==> src/rtl/fpu_pkg.sv <==
// Shared definitions for the FPU writeback path.
//   FREG_ADDR_W : float register index width
//   FDATA_W     : float result word width
//   fwb_entry_t : one buffered result, {address, data}
package fpu_pkg;

  localparam int FREG_ADDR_W = 5;
  localparam int FDATA_W     = 32;

  typedef struct packed {
    logic [FREG_ADDR_W-1:0] address;
    logic [FDATA_W-1:0]     data;
  } fwb_entry_t;

endpackage

==> src/rtl/fpu_wb_fifo.sv <==
// Single-source result FIFO for the FPU writeback collector.
// Ports:
//   clk, rstn      : clock, asynchronous active-low reset
//   i_push/i_entry : write request and the entry to store
//   i_pop          : remove the head entry (ignored when empty)
//   o_head         : current head entry
//   o_full/o_empty : occupancy flags
//   o_count        : current occupancy
//   o_count_next   : occupancy after this edge's push/pop
module fpu_wb_fifo
  import fpu_pkg::*;
#(
  parameter int DEPTH = 4
) (
  input  logic                     clk,
  input  logic                     rstn,
  input  logic                     i_push,
  input  fwb_entry_t               i_entry,
  input  logic                     i_pop,
  output fwb_entry_t               o_head,
  output logic                     o_full,
  output logic                     o_empty,
  output logic [$clog2(DEPTH):0]   o_count,
  output logic [$clog2(DEPTH):0]   o_count_next
);

  localparam int AW = $clog2(DEPTH);
  localparam int CW = AW + 1;

  fwb_entry_t      r_mem [DEPTH];
  logic [AW-1:0]   r_wptr;
  logic [AW-1:0]   r_rptr;
  logic [CW-1:0]   r_count;
  logic            w_pop;
  logic            w_wr;
  logic [CW-1:0]   w_count_next;

  assign o_full  = (r_count == CW'(DEPTH));
  assign o_empty = (r_count == '0);
  assign w_pop   = i_pop && !o_empty;
  // A full FIFO still accepts a push when its head leaves in the same cycle.
  assign w_wr    = i_push && (!o_full || w_pop);

  always_comb begin
    w_count_next = r_count;
    if (w_wr && !w_pop) begin
      w_count_next = r_count + 1'b1;
    end else if (!w_wr && w_pop) begin
      w_count_next = r_count - 1'b1;
    end
  end

  // Storage has no reset; the pointers and count define validity.
  always_ff @(posedge clk) begin
    if (w_wr) begin
      r_mem[r_wptr] <= i_entry;
    end
  end

  always_ff @(posedge clk or negedge rstn) begin
    if (!rstn) begin
      r_wptr  <= '0;
      r_rptr  <= '0;
      r_count <= '0;
    end else begin
      if (w_wr) begin
        r_wptr <= r_wptr + 1'b1;
      end
      if (w_pop) begin
        r_rptr <= r_rptr + 1'b1;
      end
      r_count <= w_count_next;
    end
  end

  // Head is read asynchronously so the arbiter's grant and data line up in
  // one cycle; at this depth the array maps to distributed memory.
  assign o_head       = r_mem[r_rptr];
  assign o_count      = r_count;
  assign o_count_next = w_count_next;

endmodule

==> src/rtl/fpu_writeback.sv <==
// Writeback collector: buffers tagged results from N_SRC FPU pipelines and
// serialises them onto one register-file write port, round-robin.
// Ports:
//   clk, rstn     : clock, asynchronous active-low reset
//   src_flag      : per-source result valid
//   src_address   : per-source destination register, source i at [5i+4:5i]
//   src_data      : per-source result, source i at [32i+31:32i]
//   wr_flag/wr_address/wr_data : registered register-file write port
//   stall_req     : registered throttle request to issue
//   busy          : any FIFO non-empty
//   overflow_err  : sticky per-source dropped-result indication
module fpu_writeback
  import fpu_pkg::*;
#(
  parameter int N_SRC    = 4,
  parameter int DEPTH    = 4,
  parameter int STALL_TH = 2
) (
  input  logic                         clk,
  input  logic                         rstn,
  input  logic [N_SRC-1:0]             src_flag,
  input  logic [FREG_ADDR_W*N_SRC-1:0] src_address,
  input  logic [FDATA_W*N_SRC-1:0]     src_data,
  output logic                         wr_flag,
  output logic [FREG_ADDR_W-1:0]       wr_address,
  output logic [FDATA_W-1:0]           wr_data,
  output logic                         stall_req,
  output logic                         busy,
  output logic [N_SRC-1:0]             overflow_err
);

  localparam int CW  = $clog2(DEPTH) + 1;
  localparam int RRW = (N_SRC > 1) ? $clog2(N_SRC) : 1;

  fwb_entry_t        w_in    [N_SRC];
  fwb_entry_t        w_head  [N_SRC];
  logic [CW-1:0]     w_count [N_SRC];
  logic [CW-1:0]     w_count_next [N_SRC];
  logic [N_SRC-1:0]  w_full;
  logic [N_SRC-1:0]  w_empty;
  logic [N_SRC-1:0]  w_grant_vec;
  logic [N_SRC-1:0]  w_drop;
  logic              w_grant_vld;
  logic [RRW-1:0]    w_grant_idx;
  logic [RRW:0]      w_cand;
  logic [RRW-1:0]    w_rr_next;
  fwb_entry_t        w_head_sel;
  logic              w_stall_next;
  logic              w_busy;

  logic [RRW-1:0]    r_rr;
  logic              r_wr_flag;
  fwb_entry_t        r_wr_entry;
  logic              r_stall;
  logic [N_SRC-1:0]  r_ovf;

  for (genvar gi = 0; gi < N_SRC; gi++) begin : g_src
    assign w_in[gi] = {src_address[FREG_ADDR_W*gi +: FREG_ADDR_W],
                       src_data[FDATA_W*gi +: FDATA_W]};

    fpu_wb_fifo #(.DEPTH(DEPTH)) u_fifo (
      .clk          (clk),
      .rstn         (rstn),
      .i_push       (src_flag[gi]),
      .i_entry      (w_in[gi]),
      .i_pop        (w_grant_vec[gi]),
      .o_head       (w_head[gi]),
      .o_full       (w_full[gi]),
      .o_empty      (w_empty[gi]),
      .o_count      (w_count[gi]),
      .o_count_next (w_count_next[gi])
    );
  end

  // First non-empty FIFO at or above rr, wrapping modulo N_SRC.
  always_comb begin
    w_grant_vld = 1'b0;
    w_grant_idx = '0;
    w_grant_vec = '0;
    w_cand      = '0;
    for (int k = 0; k < N_SRC; k++) begin
      w_cand = {1'b0, r_rr} + (RRW+1)'(k);
      if (w_cand >= (RRW+1)'(N_SRC)) begin
        w_cand = w_cand - (RRW+1)'(N_SRC);
      end
      if (!w_grant_vld && !w_empty[w_cand[RRW-1:0]]) begin
        w_grant_vld = 1'b1;
        w_grant_idx = w_cand[RRW-1:0];
      end
    end
    if (w_grant_vld) begin
      w_grant_vec[w_grant_idx] = 1'b1;
    end
  end

  assign w_head_sel = w_head[w_grant_idx];
  assign w_rr_next  = (w_grant_idx == RRW'(N_SRC - 1)) ? '0 : w_grant_idx + 1'b1;

  // An incoming result is lost only when its FIFO is full and not draining.
  assign w_drop = src_flag & w_full & ~w_grant_vec;

  always_comb begin
    w_stall_next = 1'b0;
    w_busy       = 1'b0;
    for (int k = 0; k < N_SRC; k++) begin
      if (w_count_next[k] >= CW'(STALL_TH)) begin
        w_stall_next = 1'b1;
      end
      if (w_count[k] != '0) begin
        w_busy = 1'b1;
      end
    end
  end

  always_ff @(posedge clk or negedge rstn) begin
    if (!rstn) begin
      r_rr       <= '0;
      r_wr_flag  <= 1'b0;
      r_wr_entry <= '0;
      r_stall    <= 1'b0;
      r_ovf      <= '0;
    end else begin
      r_wr_flag <= w_grant_vld;
      if (w_grant_vld) begin
        r_wr_entry <= w_head_sel;
        r_rr       <= w_rr_next;
      end
      r_stall <= w_stall_next;
      r_ovf   <= r_ovf | w_drop;
    end
  end

  assign wr_flag      = r_wr_flag;
  assign wr_address   = r_wr_entry.address;
  assign wr_data      = r_wr_entry.data;
  assign stall_req    = r_stall;
  assign busy         = w_busy;
  assign overflow_err = r_ovf;

endmodule

==> config.mk <==
export PLATFORM = sky130hd
export DESIGN_NAME = fpu_writeback
export DESIGN_NICKNAME = d
export VERILOG_FILES = /design/src/rtl/fpu_pkg.sv /design/src/rtl/fpu_wb_fifo.sv /design/src/rtl/fpu_writeback.sv
export SDC_FILE = /design/constraint.sdc
export NUM_CORES = 1
export LEC_CHECK = 0
export CAP_MARGIN = 20
export CELL_PAD_IN_SITES_DETAIL_PLACEMENT = 0
export CELL_PAD_IN_SITES_GLOBAL_PLACEMENT = 1
export CORE_UTILIZATION = 46
export DETAILED_ROUTE_END_ITERATION = 16
export PLACE_DENSITY_LB_ADDON = 0.1
export SLEW_MARGIN = 20
export SYNTH_ARGS = -nofsm -noshare
export SYNTH_HDL_FRONTEND = slang
export SYNTH_HIERARCHICAL = 1
export SYNTH_SLANG_ARGS = --single-unit
==> constraint.sdc <==
create_clock -name clk -period 3.8 [get_ports clk]
set_input_delay 0.95 -clock clk [delete_from_list [all_inputs] [get_ports clk]]
set_output_delay 0.95 -clock clk [all_outputs]
set_load 0.01 [all_outputs]
Yosys cells after proc, flatten, opt, wreduce, memory -nomap -nowiden:

Memory sizes are Yosys's and may differ from the RTL's.
Index checks and enable logic that the tools add are counted.

* register bits: 73
* bits in writable memories: 592
* input bits: 154
* output and inout bits: 44
* logic and storage cells: 175
* memories kept: 4

* $add $sub $neg: 24
* order comparisons: 15
* equal/unequal tests: 5
* mux-type cells: 51
* bitwise logic cells: 5
* reduce and logical (&&, ||, !) cells: 53

Memories
* g_src[0].u_fifo.r_mem: depth 4, bits a word 37, rd ports 1, clocked after memory_dff 0, write ports 1, line fpu_wb_fifo.sv:30 `fwb_entry_t r_mem [DEPTH];`
* g_src[1].u_fifo.r_mem: depth 4, bits a word 37, rd ports 1, clocked after memory_dff 0, write ports 1, line fpu_wb_fifo.sv:30
* g_src[2].u_fifo.r_mem: depth 4, bits a word 37, rd ports 1, clocked after memory_dff 0, write ports 1, line fpu_wb_fifo.sv:30
* g_src[3].u_fifo.r_mem: depth 4, bits a word 37, rd ports 1, clocked after memory_dff 0, write ports 1, line fpu_wb_fifo.sv:30

Operator list (count)
* $bmux W37 S2: 1
* $mux W37: 2
* $mux W1: 25
* $mux W3: 8
* $logic_not A1 Y1: 21
* $logic_and A1 B1 Y1: 20
* $add A2 B1 Y2 const B: 9
* $mux W2: 9
* $lt A2 B3 Y1 const B: 5
* $add A3 B1 Y3 const B: 4
* $eq A3 B3 Y1 const B: 4
* $ge A3 B2 Y1 const B: 4
* $ge A3 B3 Y1 const B: 4
* $logic_not A3 Y1: 4
* $reduce_bool A3 Y1: 4
* $sub A3 B1 Y3 const B: 4
* $and A4 B4 Y4: 2
* $bmux W1 S2: 4
* $sub A2 B1 Y2 const B: 4
* $add A2 B2 Y3 const B: 2
* $logic_or A1 B1 Y1: 4
* $mux W4: 1
* $not A4 Y4: 1
* $or A4 B4 Y4: 1
* other kinds (6): 6

Depth between registers and ports, before layout:

Gate-level depths: netlist of run 1.

* depth in word-level cells: 31
* mapped depth: 18
* depth with buffers taken out: 15

Cells and area by module:

The synthesis of run 1 kept the hierarchy.

By module, submodules not included
* fpu_wb_fifo: instances 4, cells each 255, area each 5884.4 um2, sequential area each 4619.4 um2
* fpu_writeback: instances 1, cells each 342, area each 3198.1 um2, sequential area each 1126.1 um2

Worst setup path before layout of run 1:

Ideal clock, no wire load.

* path kind: reg-to-reg
* from: register g_src[3].u_fifo.r_count[1]
* to: memory g_src[3].u_fifo/r_mem[0][0] (netlist bit) (enable)
* setup time: 0.398 ns
* data arrival time: 3.232 ns
* data required time: 3.402 ns
* slack: 0.171 ns
* stages on the path, launching flop included: 15
* path buffers: 2
* period minus slack after synthesis: 3.629 ns
* path through: dfrtp_1 > inv_1 > ha_1 > nand2b_1 > inv_1 > nand2_1 > nand2_1 > a32o_1 > buf_2 > buf_6 > inv_1 > ha_1 > and2_1 > o21a_1 > and2_1

* word-level cells in the longest chain between the ends: 22
* elaborated cells between the ends (all ways): 39
* classes of those cells: 2 x order compare; 1 x eq/ne; 21 x mux; 15 x reduce/logical

RTL lines
* start, declared: line fpu_wb_fifo.sv:33 `logic [CW-1:0] r_count;`
* start signal, assigned: line fpu_wb_fifo.sv:72 `r_count <= w_count_next;`
* $logic_not A3 Y1 *: line fpu_wb_fifo.sv:39 `assign o_empty = (r_count == '0);`
* named net w_empty[3]: line fpu_writeback.sv:40 `logic [N_SRC-1:0] w_empty;`
* $bmux W1 S2: line fpu_writeback.sv:86 `if (!w_grant_vld && !w_empty[w_cand[RRW-1:0]]) begin`
* $mux W1 (not written as such): line fpu_writeback.sv:86
* $logic_not A1 Y1: line fpu_writeback.sv:86
* $logic_and A1 B1 Y1: line fpu_writeback.sv:86
* $mux W1: line fpu_writeback.sv:86
* $logic_not A1 Y1: line fpu_writeback.sv:86
* [... 8 more ...]
* $demux W1 S2: line fpu_writeback.sv:92 `w_grant_vec[w_grant_idx] = 1'b1;`
* $mux W4 *: line fpu_writeback.sv:91 `if (w_grant_vld) begin`
* named net w_grant_vec[3]: line fpu_writeback.sv:41 `logic [N_SRC-1:0] w_grant_vec;`
* $logic_and A1 B1 Y1 *: line fpu_wb_fifo.sv:40 `assign w_pop = i_pop && !o_empty;`
* $logic_or A1 B1 Y1 *: line fpu_wb_fifo.sv:42 `assign w_wr = i_push && (!o_full || w_pop);`
* $logic_and A1 B1 Y1 *: line fpu_wb_fifo.sv:42
* $mux W1 *: line fpu_wb_fifo.sv:55 `if (w_wr) begin`
* $mux W1 (not written as such) *: line fpu_wb_fifo.sv:56 `r_mem[r_wptr] <= i_entry;`
* end, declared: line fpu_wb_fifo.sv:30

Mark *: on every way through the listed nets, which the timed path passes. The rest lies on a longest branch. The select of a mux whose other input is x is not followed.

Final worst setup path of run 1:

* from: register g_src[3].u_fifo.r_count[1]
* to: memory g_src[1].u_fifo/r_mem[2][36] (netlist bit) (enable)

* word-level cells in the longest chain between the ends: 22
* elaborated cells between the ends (all ways): 36
* classes of those cells: 2 x order compare; 21 x mux; 13 x reduce/logical

RTL lines (line)
* $logic_not A3 Y1 *: fpu_wb_fifo.sv:39
* named net w_empty[3]: fpu_writeback.sv:40
* $bmux W1 S2: fpu_writeback.sv:86
* $mux W1 (not written as such): fpu_writeback.sv:86
* $logic_not A1 Y1: fpu_writeback.sv:86
* $logic_and A1 B1 Y1: fpu_writeback.sv:86
* $mux W1: fpu_writeback.sv:86
* $logic_not A1 Y1: fpu_writeback.sv:86
* [... 8 more ...]
* $demux W1 S2: fpu_writeback.sv:92
* $mux W4 *: fpu_writeback.sv:91
* named net w_grant_vec[1]: fpu_writeback.sv:41
* $logic_and A1 B1 Y1 *: fpu_wb_fifo.sv:40
* $logic_or A1 B1 Y1 *: fpu_wb_fifo.sv:42
* $logic_and A1 B1 Y1 *: fpu_wb_fifo.sv:42
* $mux W1 *: fpu_wb_fifo.sv:55
* $mux W1 (not written as such) *: fpu_wb_fifo.sv:56
* end, declared: fpu_wb_fifo.sv:30

Marks and branches as above.

==> out/qor.csv, run 1 <==
metric;value;unit
die width;243.1;um
run status;finished, violations left;
post-layout util;55.55;%
CP cell instances;inv_1 -> ha_1 -> nand2b_1 -> inv_1 -> o21bai_1 -> a22oi_2 -> nand2_4 -> nor2_1 -> o21a_1 -> and2_2 -> buf_12;
post-route ant nets;0;
routed vias;13427;
CTS Buf Count;71;
sequential power share;39.2;%
share of the synthesized area in the top cell type;66.49;%
top post-synthesis cells by area;edfxtp_1 66%, mux4_2 12%, dfrtp_1 6.8%;
RSZ-0062 raised after global routing;false;
clock power share;23.8;%
Root Driver;clkbuf_16;
sw frac;34.39;%
Die Y-Extent;243.1;um
Tmin final;3.496;ns
Max Freq;286.0;MHz
WL final;58830;um
Critical Path Max Stage Delay;0.50;ns
gpl congestion;0.7461;
Post-synth EDFFs;592;
Crit path top cell by count;inv_1;
setup tns final;0;ns
Port Buffers;197;
failing checks;DRC;
internal power;18.33;mW
crit share post-route;92.01;%
Max-Cap Viols;0;
IO Pins;198;
Max VDD drop;428.4;uV
DP HPWL;38290;um
sequential fraction of the synthesis area;73.32;%
H-tree depth;3;
DRT iter0 DRCs;1020;
Clock Path Buffers;3;
post-synthesis area per instance;19.63;um^2
Crit path required time;4.07;ns
Clock Pin Slew Worst Setup and Hold Paths;0.06;ns
row cnt;88;
CTS tree;yes;
Ys Warns;6;
first-pass GRT wire length;88130;um
Most used DFF post-synth;edfxtp_1;
Synth async-reset ratio;10.98;%
largest net degree at the start of global routing;58;
Total Die Area;59090;um^2
clock sinks;665;
final instance area;31990;um^2
power share of the combinational group;37.0;%
Slew Limit Fails;0;
Synth Cell Area;26740;um^2
leak pwr;10.72;nW
global route total overflow;0;
Fin. Hold Viols;0;
synth unique cells;42;
kind of critical path;register to register;
clk_skew;0.01130;ns
drt wl/cell;24.26;um
Crit. End Element;register;
NetSw;9.608;mW
GR Util All Layers;20.28;%
Worst-Skew Late Latency;0.60;ns
Synth Instances;1362;
final setup fails;0;
vias in the first global route;13710;
Synth Register Bits;665;
core area;57590;um^2
CP max FO;37;
pwr/cell area;873.2;nW/um^2
worst min path class;input port to asynchronous set/reset pin;
startpoint class of the critical path;register;
Syn Nets;1545;
Area Overhead vs Synth;19.66;%
ratio of cells with drive above 1 in the final layout;23.69;%
worst endpoint data arrival time;3.77;ns
DP Area;29750;um^2
cell taking the most area after synthesis;edfxtp_1;
fill count;4408;
delay-heaviest family, CP;simple AND/OR/NAND/NOR gates;
Starting Density;46.43;%
antenna violations before repair;3;
Via density;5.537;
Worst slew margin;32.36;%
Final nets;1786;
worst slew pin tran;1.015;ns
DRC viols;1;
worst path bufs/invs;3;
1st-pass router iterations;11;
slowest CP cell;dfrtp_1;
## layout make-up
type	instances	area (um^2)	share of cell area (%)
Antenna cell	1	2.502	0.007822
Clock buffer	96	1966	6.144
Clock inverter	33	265.3	0.8292
Tap cell	765	957.2	2.992
Sequential cell	665	19610	61.30
Inverter	30	112.6	0.3520
Timing Repair Buffer	241	2512	7.854
Multi-Input combinational cell	594	6564	20.52
## cells in the mapped netlist (17+ instances only)
cell type / n
dfrtp_1: 73
and2_1: 17
and3_1: 37
nand2_1: 62
mux4_2: 148
inv_1: 29
buf_6: 19
buf_2: 29
nor2_1: 54
a211oi_2: 67
a21oi_1: 41
ha_1: 29
edfxtp_1: 592
## logic make-up after synthesis
group,after synthesis,synth area share (%)
multiplexers,153,12.68
adder cells (fa/ha/maj),29,1.357
AO/OA/AOI/OAI,171,5.649
XOR/XNOR,12,0.3931
buffers and inverters,103,2.270
flip-flops,665,73.32
AND/OR/NAND/NOR,229,4.329
## sequential cells by signal, summed over array words and instances (netlist names)
register	flops
g_src.u_fifo/o_count	12
g_src.u_fifo/r_mem	592
g_src.u_fifo/r_rptr	8
g_src.u_fifo/r_wptr	8
overflow_err	4
r_rr	2
stall_req	1
wr_address	5
wr_data	32
wr_flag	1
## final timing paths
kind,startpoint,endpoint,slack (ns),depth (start not counted)
setup reg to reg,g_src[3].u_fifo/o_count[1]$_DFF_PN0_,g_src[1].u_fifo/r_mem[2][36]$_DFFE_PP_,0.30,11
max in group asynchronous,rstn,wr_data[2]$_DFFE_PN0P_,2.60,2
hold reg to reg,overflow_err[3]$_DFF_PN0_,overflow_err[3]$_DFF_PN0_,0.48,1
min in group clk,overflow_err[3]$_DFF_PN0_,overflow_err[3]$_DFF_PN0_,0.48,1
setup / recovery,g_src[3].u_fifo/o_count[1]$_DFF_PN0_,g_src[1].u_fifo/r_mem[2][36]$_DFFE_PP_,0.30,11
hold / removal,rstn,g_src[1].u_fifo/o_count[0]$_DFF_PN0_,0.45,1
## power by group through the flow
stage,clock network (mW),logic [mW],registers (mW)
floorplan,0,7.40,10.6
global placement,0,10.4,11.1
detailed placement,0,10.4,11.2
CTS,6.81,10.4,11.0
global route,7.05,11.2,11.2
finish,6.64,10.3,11.0
## layout by cell type, fill, tap and decap left out, types with 6 or more instances in the layout
master and instances:
dfrtp_1 67, clkbuf_1 20, o21bai_1 9, and2_2 16, inv_1 29, nor2_1 53
ha_1 29, nand4b_1 8, buf_4 28, nand2b_1 12, o211ai_1 12, o21ai_0 9
clkbuf_16 75, nand2_1 62, and3_1 37, a211oi_1 7, xnor2_1 12, dfrtp_2 6
clkinv_1 12, nor2b_1 12, nand3_1 9, clkdlybuf4s50_1 196, mux4_2 148, a211oi_2 67
clkinv_2 13, edfxtp_1 592, buf_12 17, a211o_1 8, a21oi_1 41
## per-layer routing
layer	GRT usage (%)	vias up	share of wire [%]
met3	3.782	91	5.1
li1	-	5987	-
met5	0	-	0.041
met1	30.49	7005	46
met4	6.308	4	2.5
met2	30.07	340	46
## timing repair
action | in CTS | in global routing
buffers inserted | 0 | 0
setup endpoints to repair | 0 | 297
gates resized for setup | 0 | 4
hold buffers | 0 | 0
## worst reg2reg max path: cells and delay by family (launching register included)
kind | cells | cell delay (ns)
adder cells (fa/ha/maj) | 1 | 0.26
AND/OR/NAND/NOR | 4 | 1.12
AO/OA/AOI/OAI | 3 | 0.73
flip-flops | 1 | 0.50
buffers and inverters | 3 | 0.53
## stage by stage
stage	instances	power (mW)	setup slack, ns	hold slack (ns)
after global routing	2425	29.40	0.01162	0.4916
after global placement	2295	21.47	0.1798	0.4630
after floorplan	1362	17.96	0.1706	0.5134
after CTS	2424	28.28	0.06968	0.4632
final	2425	27.93	0.3037	0.4496
after detailed placement	2295	21.60	0.07446	0.4767
Power figures use the tool's default switching activity.
==> inputs of run 2 (changes only) <==
--- a/config.mk
+++ b/config.mk
@@ -8,9 +8,11 @@
 export CAP_MARGIN = 20
 export CELL_PAD_IN_SITES_DETAIL_PLACEMENT = 0
 export CELL_PAD_IN_SITES_GLOBAL_PLACEMENT = 1
-export CORE_UTILIZATION = 46
+export CORE_UTILIZATION = 48
+export CTS_BUF_LIST = sky130_fd_sc_hd__clkbuf_4
 export DETAILED_ROUTE_END_ITERATION = 16
 export PLACE_DENSITY_LB_ADDON = 0.1
+export RECOVER_POWER = 25
 export SLEW_MARGIN = 20
 export SYNTH_ARGS = -nofsm -noshare
 export SYNTH_HDL_FRONTEND = slang
==> run 2 against run 1 <==
- the run now ends clean
- combinational power about the same
- global-route usage rose by 1.4 points
- clock power fell by 11%
- design area down 0.34%
- die area shrank 4.1%
- setup slack better by 0.042 ns
- count of clock-buffer cells in the layout rose by 158
- fmax increased by 1.2%
- sequential power hardly changed
- clock skew up 0.022 ns
- non-clock buffer count up 3
- critical endpoint is now busy
==> out/qor.csv, run 2 (synthesized netlist as in run 1, its figures left out) <==
metric;value;unit;change
run status;finished clean;;
post-cts resize count;0;;unchanged
Clock Path Buffers;3;;unchanged
CTS Buf Count;169;;+140%
Root Driver;clkbuf_4;;
Biggest register;g_src.u_fifo/r_mem;;
Max VDD drop;932.4;uV;+120%
H-tree depth;4;;+1
pwr/cell area;849.1;nW/um^2;-2.8%
startpoint class of the critical path;register;;
leak pwr;10.94;nW;+2.1%
Worst slew margin;30.82;%;-1.5 points
clk_skew;0.03336;ns;+0.02206 ns
die width;238.0;um;-2.1%
Total Die Area;56650;um^2;-4.1%
Max-Cap Viols;0;;unchanged
Critical Path Max Stage Delay;0.50;ns;about the same
drt wl/cell;22.84;um;-5.8%
Max Freq;289.5;MHz;+1.2%
core area;55090;um^2;-4.3%
worst endpoint data arrival time;2.50;ns;-1.27 ns
GR Layer Usage met1;31.15;%;+0.66 points
commonest non-fill, non-tap cell in the layout;edfxtp_1;;
max reg flops;592;;unchanged
IO Pins;198;;unchanged
Tmin final;3.454;ns;-0.04200 ns
global-route layer with the greatest usage;met2;;
vias in the first global route;14530;;+6.0%
1st-pass router iterations;7;;-4
Crit. End Element;output pin;;
CP cell instances;nor4_1 -> nand3_1 -> clkdlybuf4s50_1;;
delay-heaviest family, CP;simple AND/OR/NAND/NOR gates;;
largest net degree at the start of global routing;58;;unchanged
clock sinks;665;;unchanged
GR Util All Layers;21.73;%;+1.4 points
Post-CTS Setup Bufs;0;;unchanged
RSZ-0062 raised after global routing;false;;
post-layout util;57.87;%;+2.3 points
global route total overflow;0;;unchanged
hold_buf cts;0;;unchanged
WL final;59360;um;+0.91%
DRT iter0 DRCs;875;;-14%
worst min path class;input port to asynchronous set/reset pin;;
WP depth;3;;-8
grt met3 use;5.807;%;+2.0 points
routed vias;14057;;+4.7%
global routing usage on met2;32.21;%;+2.1 points
Clock Pin Slew Worst Setup and Hold Paths;0.07;ns;about the same
worst path bufs/invs;1;;-2
post-route ant nets;0;;unchanged
setup tns final;0;ns;unchanged
row cnt;86;;-2.3%
DP HPWL;38810;um;+1.3%
Starting Density;48.53;%;+2.1 points
Slew Limit Fails;0;;unchanged
CP max FO;7;;-81%
Area Overhead vs Synth;19.24;%;
ratio of cells with drive above 1 in the final layout;30.53;%;+6.8 points
Fin. Hold Viols;0;;unchanged
Final nets;1887;;+5.7%
kind of critical path;register to output pin;;
worst r2r path cells;13;;+2
CTS tree;yes;;
Via density;5.409;;-2.3%
crit share post-route;90.90;%;-1.1 points
Crit path required time;2.85;ns;-1.22 ns
worst slew pin tran;1.038;ns;+0.02309 ns
slowest CP cell;clkdlybuf4s50_1;;
Die Y-Extent;238.0;um;-2.1%
DRC viols;0;;-1
gpl congestion;0.7824;;+4.9%
Port Buffers;197;;unchanged
most frequent cells in the layout;592 x edfxtp_1, 254 x clkbuf_4, 148 x mux4_2, 103 x clkdlybuf4s50_1, 93 x dlygate4sd3_1;;
first-pass GRT wire length;88870;um;+0.85%
final setup fails;0;;unchanged
antenna violations before repair;14;;+11
fill count;4371;;-0.84%
Worst-Skew Late Latency;0.98;ns;+0.38 ns
-- run 2: stage by stage --
stage	total power [mW]	hold slack [ns]	cell area, um^2	cells	setup WS (ns)
global placement	21.32	0.4706	29710	2281	0.5454
finish	27.07	0.1103	31880	2599	0.3457
floorplan	17.96	0.5134	26740	1362	0.1706
global route	28.64	0.08532	31870	2595	0.1266
CTS	27.50	0.01656	31860	2589	0.1857
detailed placement	21.50	0.4647	29710	2281	0.4523
-- run 2: path summary, 6_finish.rpt --
kind	endpoint	from	slack, ns
worst max-delay path	busy	g_src[2].u_fifo/o_count[2]$_DFF_PN0_	0.35
worst min-delay path	g_src[0].u_fifo/r_wptr[1]$_DFFE_PN0P_	rstn	0.11
worst max register to register	g_src[3].u_fifo/r_mem[3][0]$_DFFE_PP_	g_src[3].u_fifo/o_count[1]$_DFF_PN0_	0.39
worst min register to register	overflow_err[3]$_DFF_PN0_	overflow_err[3]$_DFF_PN0_	0.47
max in group asynchronous	wr_data[2]$_DFFE_PN0P_	rstn	2.99
min in group clk	overflow_err[3]$_DFF_PN0_	overflow_err[3]$_DFF_PN0_	0.47
-- run 2: cell type report --
class / instances / area [um^2] / area share [%]
flip-flops and latches: 665 / 19610 / 61.51
multi-input cells: 594 / 6553 / 20.55
repair buffers: 244 / 2497 / 7.834
clock buffers: 254 / 1907 / 5.981
well taps: 748 / 935.9 / 2.936
clock inverters: 54 / 239.0 / 0.7496
inverters: 30 / 112.6 / 0.3532
diodes: 10 / 25.02 / 0.07849
-- run 2: power by group --
group	internal [mW]	switching, mW	total (mW)
Sequential	9.87	1.01	10.9
Combinational	4.48	5.79	10.3
Clock	3.12	2.80	5.92
Total	17.5	9.60	27.1
-- run 2: worst reg2reg max path: cells and delay by family, from the launching register on --
family          cells  cell delay, ns
compound gates      3            0.71
fa+ha+maj           2            0.42
buf+inv             4            0.66
flops               1            0.49
simple gates        4            0.79
-- run 2: routing by layer --
layer	up-vias	routed length, um
li1	6333	-
met1	7139	26140
met2	491	27600
met3	88	4613
met4	6	968
met5	-	45
==> inputs of run 3 (changes only) <==
--- a/config.mk
+++ b/config.mk
@@ -6,13 +6,14 @@
 export NUM_CORES = 1
 export LEC_CHECK = 0
 export CAP_MARGIN = 20
-export CELL_PAD_IN_SITES_DETAIL_PLACEMENT = 0
+export CELL_PAD_IN_SITES_DETAIL_PLACEMENT = 1
 export CELL_PAD_IN_SITES_GLOBAL_PLACEMENT = 1
 export CORE_UTILIZATION = 48
 export CTS_BUF_LIST = sky130_fd_sc_hd__clkbuf_4
 export DETAILED_ROUTE_END_ITERATION = 16
 export PLACE_DENSITY_LB_ADDON = 0.1
 export RECOVER_POWER = 25
+export SETUP_SLACK_MARGIN = 0.3
 export SLEW_MARGIN = 20
 export SYNTH_ARGS = -nofsm -noshare
 export SYNTH_HDL_FRONTEND = slang
==> run 3 against run 2 <==
- final cell count rose by 0.46%
- non-clock buffer count did not move
- wire length rose by 8.4%
- largest cell class unchanged
- via count rose by 3.1%
- count of clock-buffer cells in the layout rose by 10
- critical path type is now register to register
==> out/qor.csv, run 3 (synthesized netlist as in run 1, its figures left out) <==
metric;value;unit;change
crit share post-route;85.84;%;-5.1 points
post-layout util;58.21;%;+0.35 points
clock sinks;665;;unchanged
max reg flops;592;;unchanged
NetSw;10.10;mW;+5.3%
Place WS;0.04298;ns;-0.4093 ns
Worst-Skew Late Latency;0.97;ns;about the same
core area;55090;um^2;unchanged
DRC viols;0;;unchanged
Tmin final;3.262;ns;-0.1924 ns
power share of the combinational group;38.7;%;+0.8 points
gpl congestion;0.7775;;-0.63%
commonest non-fill, non-tap cell in the layout;edfxtp_1;;
Max Freq;306.6;MHz;+5.9%
die width;238.0;um;unchanged
global-route layer with the greatest usage;met2;;
Starting Density;48.53;%;unchanged
first-pass GRT wire length;94420;um;+6.2%
CTS tree;yes;;
Root Driver;clkbuf_4;;
clock power share;22.3;%;+0.4 points
post-route setup slack;0.5381;ns;+0.1924 ns
sw frac;36.22;%;+0.77 points
DP HPWL;41110;um;+5.9%
kind of critical path;register to register;;
Crit. End Element;register;;
row cnt;86;;unchanged
GR Layer Usage met1;32.30;%;+1.1 points
worst slew pin tran;1.079;ns;+0.04142 ns
DP Area;29560;um^2;-0.51%
most frequent cells in the layout;592 x edfxtp_1, 264 x clkbuf_4, 148 x mux4_2, 101 x clkdlybuf4s50_1, 95 x dlygate4sd3_1;;
leak pwr;11.01;nW;+0.70%
Crit path required time;4.40;ns;+1.55 ns
Max-Cap Viols;0;;unchanged
setup tns final;0;ns;unchanged
final instance area;32070;um^2;+0.60%
run status;finished clean;;
DRT iter0 DRCs;945;;+8.0%
Final nets;1897;;+0.53%
final setup fails;0;;unchanged
Seq. cell area;19610;um^2;about the same
Biggest register;g_src.u_fifo/r_mem;;
Slew Limit Fails;0;;unchanged
global route total overflow;0;;unchanged
1st-pass router iterations;5;;-2
vias in the first global route;15500;;+6.7%
Fin. Hold Viols;0;;unchanged
Die Y-Extent;238.0;um;unchanged
Total Die Area;56650;um^2;unchanged
Area Overhead vs Synth;19.96;%;
WL final;64330;um;+8.4%
CP max FO;20;;+13
GR Util All Layers;22.94;%;+1.2 points
Via density;5.551;;+2.6%
antenna violations before repair;12;;-2
global routing usage on met2;35.04;%;+2.8 points
RSZ-0062 raised after global routing;false;;
H-tree depth;4;;unchanged
Clock Pin Slew Worst Setup and Hold Paths;0.06;ns;about the same
drt wl/cell;24.64;um;+7.9%
worst min path class;register to register;;
internal power;17.79;mW;+1.8%
sequential power share;39.0;%;-1.2 points
Worst slew margin;28.06;%;-2.8 points
fill count;4999;;+14%
multi-input combinational cell area;6650;um^2;+1.5%
Clock Path Buffers;3;;unchanged
routed vias;14493;;+3.1%
IO Pins;198;;unchanged
clk_skew;0.05469;ns;+0.02133 ns
Port Buffers;197;;unchanged
startpoint class of the critical path;register;;
pwr/cell area;869.5;nW/um^2;+2.4%
largest net degree at the start of global routing;58;;unchanged
ratio of cells with drive above 1 in the final layout;31.59;%;+1.1 points
CTS Buf Count;175;;+3.6%
post-route ant nets;0;;unchanged
Max VDD drop;683.2;uV;-27%
grt met3 use;5.530;%;-0.28 points
worst endpoint data arrival time;3.86;ns;+1.36 ns
==> run 3: worst paths after layout <==
kind / start / to / slack (ns) / depth (start not counted)
min in group asynchronous: rstn / wr_data[17]$_DFFE_PN0P_ / 0.52 / 2
max in group asynchronous: rstn / wr_data[4]$_DFFE_PN0P_ / 2.43 / 3
worst min register to register: g_src[1].u_fifo/r_rptr[0]$_DFFE_PN0N_ / g_src[1].u_fifo/r_rptr[0]$_DFFE_PN0N_ / 0.51 / 1
worst max-delay path: g_src[3].u_fifo/o_count[0]$_DFF_PN0_ / g_src[3].u_fifo/r_mem[3][6]$_DFFE_PP_ / 0.54 / 12
worst min-delay path: g_src[1].u_fifo/r_rptr[0]$_DFFE_PN0N_ / g_src[1].u_fifo/r_rptr[0]$_DFFE_PN0N_ / 0.51 / 1
worst max register to register: g_src[3].u_fifo/o_count[0]$_DFF_PN0_ / g_src[3].u_fifo/r_mem[3][6]$_DFFE_PP_ / 0.54 / 12
==> run 3: timing repair <==
action | in CTS | in global routing
endpoints found under the hold margin | 36 | 0
hold buffers | 1 | 0
buffers inserted | 0 | 7
gates resized for setup | 13 | 21
setup endpoints to repair | 503 | 507
pin swaps | 0 | 5
gates cloned | 0 | 4
==> run 3: power groups by stage <==
stage / Combinational (mW) / Sequential, mW / Clock [mW]
2_1_floorplan: 7.41 / 10.5 / 0
3_3_place_gp: 10.5 / 10.9 / 0
3_5_place_dp: 10.6 / 11.1 / 0
4_1_cts: 10.7 / 10.9 / 6.44
5_1_grt: 11.6 / 11.1 / 6.78
6_report: 10.8 / 10.9 / 6.22
==> run 3: worst max-delay path, cell delays in order, from the launching register on <==
cell      delay (ns)
dfrtp_2         0.41
inv_1           0.10
ha_1            0.22
nand2b_1        0.09
inv_1           0.15
o21bai_1        0.21
a22oi_2         0.27
nand2_8         0.19
inv_2           0.12
ha_1            0.14
and2_1          0.23
o21a_2          0.32
and2_4          0.41
==> run 3: layer usage <==
layer / wire, um / part of all wire [%] / up-vias
met5: 27 / 0.042 / -
li1: - / - / 6356
met4: 1117 / 1.7 / 4
met2: 30630 / 48 / 434
met3: 4200 / 6.5 / 88
met1: 28360 / 44 / 7611
==> run 3: area by class of cell <==
class | instances | share of cell area [%]
antenna | 8 | 0.06242
multi-input combinational | 598 | 20.74
tap | 748 | 2.918
clock buffer | 264 | 6.180
sequential | 665 | 61.16
inverter | 30 | 0.3511
timing repair buffer | 244 | 7.748
clock inverter | 54 | 0.8505
==> run 3: stage by stage <==
stage,power (mW),hold WS (ns),cells
3_5_place_dp,21.71,0.5015,2273
2_1_floorplan,17.95,0.5134,1362
5_1_grt,29.39,0.5123,2606
4_1_cts,28.06,0.4133,2592
6_report,27.89,0.5061,2611
3_3_place_gp,21.39,0.4936,2273
